==> config.mk <==
export PLATFORM = sky130hd
export DESIGN_NAME = exclusive_max_pw
export DESIGN_NICKNAME = d
export VERILOG_FILES = /design/src/rtl/exclusive_max_pw.sv
export SDC_FILE = /design/constraint.sdc
export NUM_CORES = 1
export LEC_CHECK = 0
export ABC_AREA = 1
export BUFFER_PORTS_ARGS = -buffer_cell sky130_fd_sc_hd__buf_4
export CAP_MARGIN = 5
export CORE_AREA = 2 2 39 41
export DETAILED_ROUTE_END_ITERATION = 8
export DIE_AREA = 0 0 41 43
export GPL_TIMING_DRIVEN = 0
export SETUP_SLACK_MARGIN = 0.1
export SLEW_MARGIN = 20
export SYNTH_ARGS = -nofsm -noshare
export SYNTH_HDL_FRONTEND = slang
export SYNTH_SLANG_ARGS = --single-unit
==> constraint.sdc <==
create_clock -name aclk -period 1.91 [get_ports aclk]
set_input_delay 0.382 -clock aclk [delete_from_list [all_inputs] [get_ports aclk]]
set_output_delay 0.382 -clock aclk [all_outputs]
set_load 0.03 [all_outputs]
==> src/rtl/exclusive_max_pw.sv <==
// Race-logic exclusive max: q pulses for PULSE_WIDTH cycles at the later of the two
// arrival times in a gamma cycle, and never fires when both inputs arrive on the same edge.
module exclusive_max_pw #(
    parameter int GAMMA_CYCLE_WIDTH = 16,
    parameter int PULSE_WIDTH       = 8
) (
    input  logic aclk,
    input  logic grst,
    input  logic a,
    input  logic b,
    output logic q
);

    localparam int CW = $clog2(PULSE_WIDTH + 1);
    localparam int TW = (GAMMA_CYCLE_WIDTH > 1) ? $clog2(GAMMA_CYCLE_WIDTH) : 1;
    localparam logic [CW-1:0] CNT_LOAD = CW'(PULSE_WIDTH - 1);
    localparam logic [TW-1:0] TS_MAX   = TW'(GAMMA_CYCLE_WIDTH - 1);

    logic [1:0]    in_vec;
    logic [1:0]    arrive;
    logic [1:0]    seen_reg, seen_next;
    logic          tie_reg, tie_next;
    logic          fired_reg, fired_next;
    logic          q_reg, q_next;
    logic [CW-1:0] cnt_reg, cnt_next;
    logic [TW-1:0] ts_reg, ts_next;
    logic          fire;

    assign in_vec = {b, a};

    // Only the first sampled high of each input is an arrival; later activity is ignored.
    generate
        for (genvar gi = 0; gi < 2; gi++) begin : g_input
            assign arrive[gi]    = in_vec[gi] & ~seen_reg[gi];
            assign seen_next[gi] = seen_reg[gi] | in_vec[gi];
        end
    endgenerate

    // A simultaneous arrival can only be both-arrive-now, which sets tie instead of firing.
    assign fire = ~fired_reg & ~tie_reg &
                  ((arrive[0] & seen_reg[1]) | (arrive[1] & seen_reg[0]));

    always_comb begin
        tie_next   = tie_reg | (&arrive);
        fired_next = fired_reg;
        q_next     = q_reg;
        cnt_next   = cnt_reg;
        ts_next    = (ts_reg == TS_MAX) ? ts_reg : ts_reg + 1'b1;

        if (fire) begin
            q_next     = 1'b1;
            fired_next = 1'b1;
            cnt_next   = CNT_LOAD;
        end else if (q_reg) begin
            if (cnt_reg == '0) begin
                q_next = 1'b0;
            end else begin
                cnt_next = cnt_reg - 1'b1;
            end
        end
    end

    always_ff @(posedge aclk or negedge grst) begin
        if (!grst) begin
            seen_reg  <= '0;
            tie_reg   <= 1'b0;
            fired_reg <= 1'b0;
            q_reg     <= 1'b0;
            cnt_reg   <= '0;
            ts_reg    <= '0;
        end else begin
            seen_reg  <= seen_next;
            tie_reg   <= tie_next;
            fired_reg <= fired_next;
            q_reg     <= q_next;
            cnt_reg   <= cnt_next;
            ts_reg    <= ts_next;
        end
    end

    assign q = q_reg;

endmodule

==> results of run 1 <==
metal layers:
layer / up-vias / wire [um]
met3: 2 / 32
li1: 168 / -
met1: 139 / 333
met2: 7 / 296
met4: 0 / 14
met5: - / 0
synthesized netlist by cell type:
| library cell | n | share of area [%] |
|---|---|---|
| sky130_fd_sc_hd__o21bai_1 | 1 | 1.8 |
| sky130_fd_sc_hd__nand3_2 | 1 | 2.4 |
| sky130_fd_sc_hd__inv_2 | 2 | 1.8 |
| sky130_fd_sc_hd__nor2_1 | 4 | 3.5 |
| sky130_fd_sc_hd__inv_1 | 6 | 5.3 |
| sky130_fd_sc_hd__ha_1 | 1 | 2.9 |
| sky130_fd_sc_hd__nand2_1 | 11 | 9.7 |
| sky130_fd_sc_hd__or2_2 | 2 | 2.9 |
| sky130_fd_sc_hd__nand2_4 | 1 | 2.7 |
| sky130_fd_sc_hd__dfrtp_1 | 9 | 53 |
| sky130_fd_sc_hd__nand4_1 | 1 | 1.5 |
| sky130_fd_sc_hd__nand2_2 | 1 | 1.5 |
| sky130_fd_sc_hd__o211ai_2 | 1 | 2.9 |
| sky130_fd_sc_hd__nand3_1 | 4 | 4.7 |
| sky130_fd_sc_hd__o211ai_1 | 1 | 1.8 |
| sky130_fd_sc_hd__nor2_2 | 1 | 1.5 |
metrics by stage:
step | cell area, um2 | std cells
after floorplan | 424 | 47
after global placement | 474 | 67
after detailed placement | 474 | 67
after CTS | 510 | 72
after global routing | 510 | 72
final | 510 | 72
power by group:
| group | switching (W) | total, W | internal [W] |
|---|---|---|---|
| clock | 0.0000647 | 0.000145 | 0.0000804 |
| combinational | 0.00000493 | 0.0000107 | 0.00000572 |
| sequential | 0.000000334 | 0.000192 | 0.000191 |
| total | 0.0000699 | 0.000347 | 0.000278 |
logic make-up after synthesis:
logic type	count (synthesis)	share of synthesized area, %
buffers and inverters	8	7.08
flip-flops	9	53.1
AND/OR/NAND/NOR	26	30.4
AO/OA/AOI/OAI	3	6.49
adder cells (fa/ha/maj)	1	2.95
cell usage in the layout, fill, tap and decap left out:
master                          count
sky130_fd_sc_hd__nor2_2             1
sky130_fd_sc_hd__or2_2              2
sky130_fd_sc_hd__clkbuf_4           3
sky130_fd_sc_hd__buf_4              4
sky130_fd_sc_hd__nor2_1             4
sky130_fd_sc_hd__o211ai_2           1
sky130_fd_sc_hd__nand3_1            4
sky130_fd_sc_hd__o21bai_1           1
sky130_fd_sc_hd__inv_2              2
sky130_fd_sc_hd__ha_1               1
sky130_fd_sc_hd__nand3_2            1
sky130_fd_sc_hd__dlygate4sd3_1      1
sky130_fd_sc_hd__nand2_1           11
sky130_fd_sc_hd__clkbuf_1           1
sky130_fd_sc_hd__o211ai_1           1
sky130_fd_sc_hd__nand4_1            1
sky130_fd_sc_hd__nand2_4            1
sky130_fd_sc_hd__inv_1              6
sky130_fd_sc_hd__nand2_2            1
sky130_fd_sc_hd__dfrtp_1            9
final cells by class:
| cell class | count | area, um2 |
|---|---|---|
| Timing Repair Buffer | 5 | 40.0 |
| Clock buffer | 4 | 26.3 |
| Tap cell | 16 | 20.0 |
| Inverter | 8 | 30.0 |
| Multi-Input combinational cell | 30 | 169 |
| Fill cell | 149 | 873 |
| Sequential cell | 9 | 225 |
worst paths after layout:
kind / from / end / slack [ns] / cells after the start
max: q / q / 0.65 / 1
min: b / seen_reg[1] / 0.33 / 2
max reg2reg: cnt_reg[0] / cnt_reg[3] / 0.67 / 7
min reg2reg: fired_reg / fired_reg / 0.47 / 2
max in group asynchronous: grst / q / 1.29 / 2
min in group asynchronous: grst / cnt_reg[1] / 0.48 / 2
==> metrics.cfg, run 1 <==
[outcome]
run_status = completed

[drt]
drc_errors = 0
drt.antenna.violating_nets = 0
drt_iter0_drc = 3
routed_wl_um = 676
drt-wirelength-per-cell_um = 9.39
drt_first_pass_iters = 2
num_vias = 316
vias_per_cell = 4.39

[clock_network]
cts_hold_buf = 1
numCtsBuffers = 3
clockBufferDepth = 2
clkSlewWorstSetupHoldPaths_ns = 0.06
clkLatencyLatePin_ns = 0.26
cts_tree = done
cts.repair_timing.setup_buffer_count = 0
cts.root.buffer_cell = sky130_fd_sc_hd__clkbuf_4
cts_sinks = 9
htree_num_levels = 1
post_cts.resized_instances = 0

[critical_path]
worstPathMaxFanout = 4
max_stage_delay_ns = 0.43
cp_top_family = flip-flops
sort_of_element_at_the_end_of_the_critical_path = primary output
critical_path_required_ns = 1.53
data_arrival_critical_path_ns = 0.88
worst_path_max_delay_cell = sky130_fd_sc_hd__dfrtp_1
timing.setup.critical_path_class = flip-flop to primary output
chain_of_cells_forming_the_critical_path = buf_4
crit_buf_inv = 1
worst_setup_path_start_kind = flip-flop

[global_route]
gr-usage-met3_pct = 3.14
most_used_layer_global_route = met2
total_grt_usage_pct = 10.4
use_met1_pct = 13.8
number_of_global_route_vias_before_repair = 308
antenna_found_initial = 0
grt_pass1_wl_mm = 1.23
pin_count_of_the_biggest_net_entering_global_routing = 10
met2_usage_pct = 14.4
overflow = 0

[yosys]
synth_cells = 47
synth.lib_cells_used.distinct = 16
yosysWarningCount = 0
synth_area_per_cell_um2 = 9.02
synthesis.area_um2 = 424
yosys_register_bits = 9
number_of_nets_produced_by_synthesis = 52
synth.yosys.seq_area_share_pct = 53.1

[timing]
tns_ns = 0
layout_min_cycle_time_ns = 1.26
rsz0062_at_grt = no
finalSetupViolCount = 0
layout_worst_path_cycle_share_pct = 65.9
finalClockSkew_ns = 0.00425
slew_headroom_pct = 79.3
whs_ns = 0.326
final-hold-violation-count = 0
final_max_slew_viol_count = 0
setup_slack_ns = 0.651
max_slew.worst_pin.slew_ns = 0.310
max_clock_freq_mhz = 794

[power_and_ir_drop]
power.leakage_nw = 0.310
totalPowerFinal_w = 0.000347
max_vdd_drop_mv = 0.353
p_per_area_nw_per_um2 = 681

[finish]
largest_register_ff_count = 4
antenna_cells_inserted = 0
final_core_occ_pct = 36.9
nNetsFinal = 62
syn_to_final_growth_pct = 20.4
final_layout_size_suffix_gt1_share_pct = 28.6

[placement]
number_of_input_and_output_port_buffers_inserted = 4
gp_congestion = 0.637
detailedPlacementHpwl_um = 510
pre_cts_ws_ns = 0.681

[die]
fp-row-count = 14
die_h_um = 43
placeable_core_area_um2 = 1380
io_pins = 5
die-width_um = 41
initial_core_util_pct = 30.7
die_area_um2 = 1760

[hold_path]
worst_hold_path_type = primary input to flip-flop

[flow_run]
cap_viol_max_count = 0

(Power assumes the default switching activity.)
==> run 2, diff against run 1 <==
==> constraint.sdc (replaced) <==
create_clock -name aclk -period 1.07 [get_ports aclk]
set_input_delay 0.214 -clock aclk [delete_from_list [all_inputs] [get_ports aclk]]
set_output_delay 0.214 -clock aclk [all_outputs]
set_load 0.03 [all_outputs]
==> metrics.cfg, run 2 (synthesis results as in run 1) <==
[critical_path]
worstPathMaxFanout = 6  ; was 4
data_arrival_critical_path_ns = 1.20  ; was 0.88 ns
timing.critical_path.from = cnt_reg[0]  ; was q
reg2reg_setup_slack_ns = -0.02  ; was 0.67 ns
setup.worst_path.end = cnt_reg[0]  ; was q
ff_to_ff_end = cnt_reg[0]  ; was cnt_reg[3]
worst_setup_path_start_kind = flip-flop  ; unchanged
ff2ff_path_depth = 7  ; unchanged
reg2reg_from = cnt_reg[0]  ; unchanged
sort_of_element_at_the_end_of_the_critical_path = flip-flop  ; was primary output
critical_path_required_ns = 1.19  ; was 1.53 ns
timing.setup.critical_path_class = flip-flop to flip-flop  ; was flip-flop to primary output

[clock_network]
clockBufferDepth = 2  ; unchanged
clkLatencyLatePin_ns = 0.25  ; was 0.26 ns
cts.root.buffer_cell = sky130_fd_sc_hd__clkbuf_4  ; unchanged
cts_sinks = 9  ; unchanged
numCtsBuffers = 3  ; unchanged
htree_num_levels = 1  ; unchanged
clkSlewWorstSetupHoldPaths_ns = 0.06  ; about the same
cts_tree = done  ; unchanged

[placement]
dp.cells = 67  ; unchanged
number_of_input_and_output_port_buffers_inserted = 4  ; unchanged
placement.cell_area_um2 = 494  ; was 474 um2
gp_congestion = 0.606  ; was 0.637
detailedPlacementHpwl_um = 532  ; was 510 um

[global_route]
antenna_found_initial = 0  ; unchanged
number_of_global_route_vias_before_repair = 341  ; was 308
overflow = 0  ; unchanged
use_met1_pct = 14.1  ; was 13.8%
gr-usage-met3_pct = 1.57  ; was 3.14%
most_used_layer_global_route = met2  ; unchanged
met2_usage_pct = 18.4  ; was 14.4%
grt_pass1_wl_mm = 1.35  ; was 1.23 mm
total_grt_usage_pct = 11.5  ; was 10.4%
pin_count_of_the_biggest_net_entering_global_routing = 10  ; unchanged

[timing]
slew_headroom_pct = 82.2  ; was 79.3%
setup_slack_ns = -0.0179  ; was 0.651 ns
rsz0062_at_grt = yes  ; was no
final-hold-violation-count = 0  ; unchanged
finalClockSkew_ns = 0.00213  ; was 0.00425 ns
layout_min_cycle_time_ns = 1.09
layout_worst_path_cycle_share_pct = 102
whs_ns = 0.171  ; was 0.326 ns
max_slew.worst_pin.slew_ns = 0.265  ; was 0.310 ns
final_max_slew_viol_count = 0  ; unchanged
max_clock_freq_mhz = 919
finalSetupViolCount = 1  ; was 0

[drt]
drt_iter0_drc = 3  ; unchanged
drt-wirelength-per-cell_um = 9.89  ; was 9.39 um
drc_errors = 0  ; unchanged
num_vias = 347  ; was 316
vias_per_cell = 4.39  ; about the same
drt.antenna.violating_nets = 0  ; unchanged
drt_first_pass_iters = 4  ; was 2
routed_wl_um = 781  ; was 676 um

[power_and_ir_drop]
max_vdd_drop_mv = 0.719  ; was 0.353 mV
p_per_area_nw_per_um2 = 986  ; was 681 nW/um2
power.leakage_nw = 0.345  ; was 0.310 nW
totalPowerFinal_w = 0.000610  ; was 0.000347 W

[hold_path]
worst_hold_path_type = primary input to flip-flop  ; unchanged

[die]
placeable_core_area_um2 = 1380  ; unchanged
die_h_um = 43  ; unchanged
die_area_um2 = 1760  ; unchanged
io_pins = 5  ; unchanged
initial_core_util_pct = 30.7  ; unchanged
die-width_um = 41  ; unchanged
fp-row-count = 14  ; unchanged

[finish]
final_core_occ_pct = 44.8  ; was 36.9%
syn_to_final_growth_pct = 46.0  ; was 20.4%
final_cell_mix = sky130_fd_sc_hd__buf_4, sky130_fd_sc_hd__nand2_1, sky130_fd_sc_hd__dfrtp_1  ; was sky130_fd_sc_hd__nand2_1, sky130_fd_sc_hd__dfrtp_1, sky130_fd_sc_hd__inv_1
final_common_cell = sky130_fd_sc_hd__buf_4  ; was sky130_fd_sc_hd__nand2_1
nNetsFinal = 69  ; was 62
antenna_cells_inserted = 0  ; unchanged
largest_register_ff_count = 4  ; unchanged
finalNonFillerCells = 79  ; was 72
final_area_um2 = 619  ; was 510 um2
final_layout_size_suffix_gt1_share_pct = 54.0  ; was 28.6%

[outcome]
violations_in_the_final_reports = negative setup slack
run_status = complete, but fails checks  ; was completed

[flow_run]
cap_viol_max_count = 0  ; unchanged

==> run 2: worst min path at each step <==
stage	startpoint	to	slack, ns	cells after the start
floorplan	grst	cnt_reg[0]	-0.08	0
finish	a	seen_reg[0]	0.17	2
CTS	a	seen_reg[0]	0.16	2
global route	b	seen_reg[1]	0.17	2
global placement	grst	seen_reg[1]	0.04	1
detailed placement	grst	fired_reg	0.04	1
==> run 2: timing repair <==
item | CTS | global route
hold buffers | 1 | 0
pin swaps | 3 | 1
endpoints found under the setup margin | 6 | 7
gates resized for setup | 7 | 3
buffers inserted | 5 | 2
endpoints found under the hold margin | 9 | 0
gates cloned | 0 | 0
==> run 2: routing by layer <==
layer	vias to the layer above	wire, um
met1	163	326
met2	5	436
met5	-	0
met3	0	19
li1	179	-
met4	0	0
==> run 2: worst max-delay path, cell delays in order, from the launching register on <==
cell                      delay (ns)
sky130_fd_sc_hd__dfrtp_1        0.38
sky130_fd_sc_hd__inv_2          0.08
sky130_fd_sc_hd__ha_4           0.15
sky130_fd_sc_hd__nand3_4        0.07
sky130_fd_sc_hd__nand2_4        0.10
sky130_fd_sc_hd__inv_2          0.05
sky130_fd_sc_hd__nand2_1        0.05
sky130_fd_sc_hd__nand3_1        0.08
==> run 2: where the power goes <==
group | switching (W) | internal [W] | total, W
Combinational | 0.00000903 | 0.0000103 | 0.0000193
Sequential | 0.000000760 | 0.000342 | 0.000343
Clock | 0.000106 | 0.000143 | 0.000249
==> run 2: final cells by class <==
class | instances | area, um2
clock buffers | 4 | 26.3
flip-flops and latches | 9 | 226
fillers | 144 | 764
repair buffers | 12 | 96.3
multi-input cells | 30 | 220
inverters | 8 | 30.0
well taps | 16 | 20.0
==> run 2: through the flow <==
| stage | TNS (ns) | worst slack (ns) |
|---|---|---|
| after CTS | -0.0612 | -0.0235 |
| after floorplan | 0 | 0.0155 |
| after global placement | -0.108 | -0.0513 |
| after detailed placement | -0.150 | -0.0731 |
| after global routing | -0.202 | -0.0650 |
| final | -0.0179 | -0.0179 |
